--- config.mk ---
export PLATFORM = sky130hd
export DESIGN_NAME = fwd_hazard_scoreboard
export DESIGN_NICKNAME = d
export VERILOG_FILES = /design/src/rtl/fwd_hazard_scoreboard.sv
export SDC_FILE = /design/constraint.sdc
export NUM_CORES = 1
export LEC_CHECK = 0
export CAP_MARGIN = 20
export CORE_ASPECT_RATIO = 0.6
export CORE_MARGIN = 5
export CORE_UTILIZATION = 40
export CTS_CLUSTER_SIZE = 20
export DETAILED_ROUTE_END_ITERATION = 10
export PLACE_DENSITY = 0.67
export SLEW_MARGIN = 20
export SYNTH_ARGS = -nofsm -noshare
export SYNTH_HDL_FRONTEND = slang
export SYNTH_SLANG_ARGS = --single-unit
--- constraint.sdc ---
create_clock -name clk -period 3.75 [get_ports clk]
set_input_delay 0.9375 -clock clk [delete_from_list [all_inputs] [get_ports clk]]
set_output_delay 0.9375 -clock clk [all_outputs]
set_load 0.02 [all_outputs]
--- src/rtl/fwd_hazard_scoreboard.sv ---
// Operand forwarding and hazard detection for the EX stage, with a busy scoreboard for the
// long-latency unit. Define FWD_STATS_EN to build the saturating stall counter.
module fwd_hazard_scoreboard #(
    parameter int unsigned ADDR_W     = 5,
    parameter int unsigned NUM_SRC    = 2,
    parameter int unsigned NUM_STAGES = 2,
    parameter int unsigned SEL_W      = $clog2(NUM_STAGES + 2),
    parameter int unsigned CNT_W      = 16
) (
    input  logic                         clk,
    input  logic                         rst_n,
    input  logic                         ex_valid,
    input  logic [NUM_SRC*ADDR_W-1:0]    ex_rs_addr,
    input  logic [NUM_SRC-1:0]           ex_rs_used,
    input  logic [NUM_STAGES*ADDR_W-1:0] stg_rd_addr,
    input  logic [NUM_STAGES-1:0]        stg_reg_write,
    input  logic [NUM_STAGES-1:0]        stg_data_ready,
    input  logic                         lop_issue,
    input  logic [ADDR_W-1:0]            lop_rd_addr,
    input  logic                         lop_done,
    input  logic [ADDR_W-1:0]            lop_done_rd,
    output logic [NUM_SRC*SEL_W-1:0]     fwd_sel,
    output logic                         stall,
    output logic [2**ADDR_W-1:0]         busy_vec,
    output logic [CNT_W-1:0]             stall_count
);

    localparam int unsigned NumRegs = 2 ** ADDR_W;

    logic [NumRegs-1:0] busy_q, busy_d;
    logic [NUM_SRC-1:0] src_hazard;
    logic               waw_hazard;
    logic               busy_set;

    for (genvar i = 0; i < NUM_SRC; i++) begin : g_src
        logic [ADDR_W-1:0] addr;
        logic              found;
        logic              hazard;
        logic [SEL_W-1:0]  sel;

        assign addr = ex_rs_addr[i*ADDR_W +: ADDR_W];

        always_comb begin
            sel    = '0;
            hazard = 1'b0;
            found  = 1'b0;
            if (ex_rs_used[i] && (addr != '0)) begin
                // Youngest matching producer owns the value, even when it is not ready yet.
                for (int k = 0; k < NUM_STAGES; k++) begin
                    if (!found && stg_reg_write[k] &&
                        (stg_rd_addr[k*ADDR_W +: ADDR_W] == addr)) begin
                        found = 1'b1;
                        if (stg_data_ready[k]) begin
                            sel = SEL_W'(k + 1);
                        end else begin
                            hazard = 1'b1;
                        end
                    end
                end
                if (!found && busy_q[addr]) begin
                    if (lop_done && (lop_done_rd == addr)) begin
                        sel = SEL_W'(NUM_STAGES + 1);
                    end else begin
                        hazard = 1'b1;
                    end
                end
            end
        end

        assign fwd_sel[i*SEL_W +: SEL_W] = sel;
        assign src_hazard[i]             = hazard;
    end

    // A completing long-op to the same register releases it in time for the new issue.
    assign waw_hazard = lop_issue && (lop_rd_addr != '0) && busy_q[lop_rd_addr] &&
                        !(lop_done && (lop_done_rd == lop_rd_addr));

    assign stall    = ex_valid && ((|src_hazard) || waw_hazard);
    assign busy_set = ex_valid && lop_issue && !stall && (lop_rd_addr != '0);

    always_comb begin
        busy_d = busy_q;
        if (lop_done) begin
            busy_d[lop_done_rd] = 1'b0;
        end
        if (busy_set) begin
            busy_d[lop_rd_addr] = 1'b1;
        end
        busy_d[0] = 1'b0;
    end

    always_ff @(posedge clk or negedge rst_n) begin
        if (!rst_n) begin
            busy_q <= '0;
        end else begin
            busy_q <= busy_d;
        end
    end

    assign busy_vec = busy_q;

`ifdef FWD_STATS_EN
    logic [CNT_W-1:0] cnt_q, cnt_d;

    always_comb begin
        cnt_d = cnt_q;
        if (stall && (cnt_q != '1)) begin
            cnt_d = cnt_q + CNT_W'(1);
        end
    end

    always_ff @(posedge clk or negedge rst_n) begin
        if (!rst_n) begin
            cnt_q <= '0;
        end else begin
            cnt_q <= cnt_d;
        end
    end

    assign stall_count = cnt_q;
`else
    assign stall_count = '0;
`endif

endmodule

# --- After elaboration in Yosys (flattened, before gate mapping) ---
# Cells that the tools add are included.
# Widths: inputs -> output; s select.
word_totals:
  register_bits: 31
  input_bits: 41
  out_inout_bits: 53
  elab_cells: 96
op_classes:
  n_lt_le_gt_ge: 6
  eq_ne: 7
  n_mux: 46
  n_bitwise: 3
  n_reduce_logical: 33
ops:
  columns: ["cell", "n"]
  rows:
  - ["$mux 32", 2]
  - ["$eq 5x5->1", 7]
  - ["$and 32x32->32", 1]
  - ["$not 32->32", 1]
  - ["$or 32x32->32", 1]
  - ["$mux 1", 29]
  - ["$lt 5x6->1 const B", 4]
  - ["$logic_and 1x1->1", 22]
  - ["$mux 2", 10]
  - ["$bmux 1 s5", 3]
  - ["$reduce_bool 5->1", 3]
  - ["$demux 1 s5", 2]
  - ["$ge 5x1->1 const B", 2]
  - ["$logic_not 1->1", 6]
  - ["$reduce_or 2->1", 1]
  - ["$logic_or 1x1->1", 1]

# --- Longest topological paths before layout ---
depth:
  depth_word: 20
  mapped_depth: 10
  depth_no_buf: 7

# --- Worst setup path before layout ---
# Ideal clock, no wire load.
synth_path:
  path_type: "input port to output port"
  start: "in lop_rd_addr[3]"
  end: "out stall"
  arrival_time_ps: 2669
  required_time_ps: 2812
  setup_slack_ps: 143
  path_stages: 10
  path_buffers: 3
  path_cell_list: "buf_2 > or3b_2 > clkbuf_1 > o22ai_1 > nor2_1 > o2111ai_1 > nand2_1 > o2111ai_2 > buf_6 > and2_1"
synth_between:
  elab_chain_cells: 6
  word_cells_on_any_way: 11
  cone_classes: "eq/ne (1); mux (2); reduce/logical (8)"
synth_rtl:
  columns: ["element", "line_no", "text"]
  rows:
  - ["start: declaration", "19", "input logic [ADDR_W-1:0] lop_rd_addr,"]
  - ["$bmux 1 s5, or another cell as far along", "75", "assign waw_hazard = lop_issue && (lop_rd_addr != '0) && busy_q[lop_rd_addr] &&"]
  - ["$mux 1 (implied by the code), or another cell as far along", "75", null]
  - ["$logic_and 1x1->1 / $logic_not 1->1 (equally long branches)", "75, 76", null]
  - ["$logic_and 1x1->1 (*)", "75", null]
  - ["$logic_or 1x1->1 (*)", "78", "assign stall = ex_valid && ((|src_hazard) || waw_hazard);"]
  - ["$logic_and 1x1->1 (*)", "78", null]
  - ["end: declaration", "23", "output logic stall,"]
# Mark *: on every way between the ends. The rest lies on a longest branch, timed or not. The select of a mux whose other input is x is not followed.

# --- Worst setup path after layout ---
layout_path:
  start: "in ex_rs_addr[6]"
  end: "out stall"
layout_between:
  elab_chain_cells: 16
  word_cells_on_any_way: 27
  cone_classes: "eq/ne (3); mux (12); reduce/logical (12)"
layout_rtl:
  columns: ["element", "line_no", "text"]
  rows:
  - ["start: declaration", "13", "input logic [NUM_SRC*ADDR_W-1:0] ex_rs_addr,"]
  - ["$eq 5x5->1", "51", "(stg_rd_addr[k*ADDR_W +: ADDR_W] == addr)) begin"]
  - ["$logic_and 1x1->1", "50", "if (!found && stg_reg_write[k] &&"]
  - ["$mux 1", "50", null]
  - ["$mux 1", "47", "if (ex_rs_used[i] && (addr != '0)) begin"]
  - ["$logic_not 1->1", "50", null]
  - ["$logic_and 1x1->1 (2 in series)", "50", null]
  - ["$mux 1", "50", null]
  - ["$mux 1", "47", null]
  - ["$logic_not 1->1", "60", "if (!found && busy_q[addr]) begin"]
  - ["$logic_and 1x1->1", "60", null]
  - ["$mux 1", "60", null]
  - ["$mux 1 (*)", "47", null]
  - ["$reduce_or 2->1 (*)", "78", null]
  - ["$logic_or 1x1->1 (*)", "78", null]
  - ["$logic_and 1x1->1 (*)", "78", null]
# Marks and branches as above.

==> flow_summary_export.csv <==
group,metric,value,unit
outcome,status,"finished with violations",
outcome,failed_checks,"negative setup slack",
floorplan,die_h,79.0,µm
power_and_ir_drop,p_comb_share,42.8,%
cells_and_area,syn_to_final_growth,58.6,%
power_and_ir_drop,power.density,334,nW/µm²
route,vias,3495,
setup_path,critPathArrivalTime,2830,ps
yosys,yosysWarnings,0,
job,maxCapViolations,0,
global_route,grt_max_degree,32,
power_and_ir_drop,seq_power_share,29.1,%
route,wl_per_cell,21.7,µm
sta,fin_hold_ws,624,ps
route,avgViaCountPerCell,5.92,
sta,slew_headroom,60.0,%
clock_network,cts_tree,"yes",
clock_network,htree_levels,2,
sta,period_needed,3770,ps
yosys,synth_edf_count,0,
clock_network,cts_root_buf,"clkbuf_16",
sta,setup_viol,1,
cells_and_area,antenna-diode-count,0,
yosys,ys_ff_latch,31,
worst_hold_path,hold_path_end,"busy_vec[30]",
setup_path,r2r-end,"busy_vec[21]",
cells_and_area,drive_gt1_share,35.1,%
placed_design,place_ws,-758,ps
yosys,synth_top_area_cell,"dfrtp_1",
sta,fmax,265,MHz
worst_hold_path,hold_path_class,"flip-flop to flip-flop",
power_and_ir_drop,power,1690,µW
clock_network,cts_buffer_depth,2,
sta,rsz0062_at_grt,"yes",
yosys,postSynthAreaPerCell,9.19,µm²
setup_path,r2r_slack,1340,ps
setup_path,critPathKind,"primary input to output port",
yosys,ys_seq_area_share,24.4,%
global_route,grt_pass1_wl,19.3,mm
setup_path,startpoint_type,"primary input",
cells_and_area,final_cell_count_no_fill,590,
route,drtAntennaViolNets,0,
global_route,antenna_found_initial,0,
setup_path,path_max_fanout,3,
yosys,yosys_most_used_dff,"dfrtp_1",
cells_and_area,regArea,776,µm²
floorplan,dieWidth,125,µm
route,routed_wl,12.8,mm
setup_path,reg2regPathDepth,7,
sta,setup_ws,-19.5,ps
global_route,grt_pass1_vias,3346,
clock_network,clkTransAtPathRegs,50,ps
cells_and_area,fillCellCount,637,
worst_hold_path,hp-start,"busy_vec[30]",
power_and_ir_drop,leakage,0.00216,µW
floorplan,rows,25,
power_and_ir_drop,switching_share,36.4,%
sta,finalCritPeriodShare,101,%
yosys,synth_most_common_cell,"o21ai_0",
placed_design,gp_congestion,0.890,
yosys,yosys-top-cells-count,"o21ai_0 (40), dfrtp_1 (31), mux2i_1 (31)",
placed_design,dpl.cell_count,567,
yosys,async_reset_ff_share,100,%
route,drtPass1Iterations,5,
floorplan,initial_utilization,40.6,%
setup_path,required,2810,ps
yosys,ys_top_cells_by_area,"dfrtp_1 (24%), mux2i_1 (9.8%), o21ai_0 (6.3%), xor2_1 (6.1%), o31ai_1 (5.0%)",
clock_network,cts_buffers,5,
power_and_ir_drop,peakVddDrop,264,µV
clock_network,clock_latency,280,ps
cells_and_area,largest_reg_flops,31,
clock_network,cts_hold_buf,0,
placed_design,dpl.hpwl,9.05,mm
sta,finClkSkew,4.33,ps
sta,hold_violations,0,
route,drtIter0Drc,416,
clock_network,clock-sinks,31,
setup_path,reg2reg_from,"busy_vec[17]",
global_route,grtUsageTotal,25.0,%
power_and_ir_drop,p_switching,613,µW
worst_hold_path,holdPathStages,2,
yosys,synth_cell_types,50,
floorplan,dieArea,9890,µm²
yosys,syn_inst,346,
power_and_ir_drop,power.share.clock,28.1,%
yosys,yosysTopAreaCellShare,24.4,%
placed_design,port_buffers,76,
floorplan,ioPinCount,94,
setup_path,end_kind,"output port",
floorplan,floorplan.core_area,7820,µm²
yosys,syn-cell-area,3180,µm²
route,drcViolationCount,0,
cells_and_area,finalNetCount,522,
global_route,grt-ovfl-total,0,
sta,tightestPinTransition,596,ps
cells_and_area,postLayoutCoreUtil,64.4,%
sta,maxSlewViolCount,0,
cells_and_area,multi_input_area,2390,µm²
power_and_ir_drop,p_int,1070,µW
[critical path: stages]
cell and delay (ps):
clkdlybuf4s15_1 180, buf_6 130, buf_6 110, xor2_2 140
nor4_2 340, nand3_1 210, nor4_4 340, nor4_4 70
o2111ai_4 90, and2_4 180, buf_6 100
[final cells by class]
type,instances,share of cell area (%)
clock buffer,6,2.76
clock inverter,2,0.695
inverter,3,0.223
multi-input combinational,282,47.5
sequential,31,15.4
tap,108,2.68
timing repair buffer,158,30.8
[power by group through the flow]
stage               clock, µW  sequential [µW]  combinational, µW
detailed placement          0              490                644
finish                    473              490                722
CTS                       477              485                690
global placement            0              488                638
global route              495              495                766
floorplan                   0              519                306
[what timing repair did]
item / CTS / global route
setup buffers: 4 / 8
gates cloned: 4 / 0
pin swaps: 24 / 25
resized for setup: 86 / 53
endpoints found under the setup margin: 5 / 5
[layer usage]
metal / part of all wire, % / GRT usage (%) / vias up / routed length, µm
li1: - / - / 1545 / -
met1: 45 / 38.1 / 1723 / 5820
met2: 42 / 35.0 / 209 / 5390
met3: 12 / 7.86 / 18 / 1520
met4: 0.73 / 3.46 / 0 / 94
met5: 0 / 0 / - / 0
[stage by stage]
step                      setup TNS [ps]  area [µm²]
after floorplan                        0        3240
after global placement             -3430        4350
after detailed placement           -3410        4350
after CTS                              0        4840
after global routing                -154        5040
final                              -19.5        5040
[logic make-up (layout without fill, tap and decap cells)]
| logic type | after synthesis | count (layout) | share of synthesized area, % |
|---|---|---|---|
| buf+inv | 49 | 169 | 10.8 |
| flops | 31 | 31 | 24.4 |
| xor+xnor | 35 | 35 | 10.4 |
| simple gates | 94 | 94 | 18.1 |
| compound gates | 96 | 96 | 20.4 |
| other cells | 1 | 17 | 0.118 |
| mux | 40 | 40 | 15.8 |
[cell usage in the layout (no fill, tap or decap), types with 8 or more instances in the layout]
cell type        instances
dfrtp_1                 31
o31ai_1                 19
xor2_1                  18
clkdlybuf4s50_1         45
o21ai_0                 38
nand4_1                  8
nand3b_1                 9
mux2i_1                 31
buf_6                   12
buf_4                   63
conb_1                  17
xnor2_1                  9
nand2_1                 15
nor2_1                   8
[how the worst max path moves through the flow]
| stage | start | depth (start not counted) | endpoint |
|---|---|---|---|
| after global placement | ex_rs_addr[8] | 10 | stall |
| after global routing | ex_rs_addr[6] | 11 | stall |
| final | ex_rs_addr[6] | 11 | stall |
| after CTS | lop_rd_addr[4] | 10 | stall |
| after detailed placement | ex_rs_addr[5] | 11 | fwd_sel[3] |
| after floorplan | lop_rd_addr[3] | 10 | stall |
Note: power is estimated with default switching activity, not from simulation.
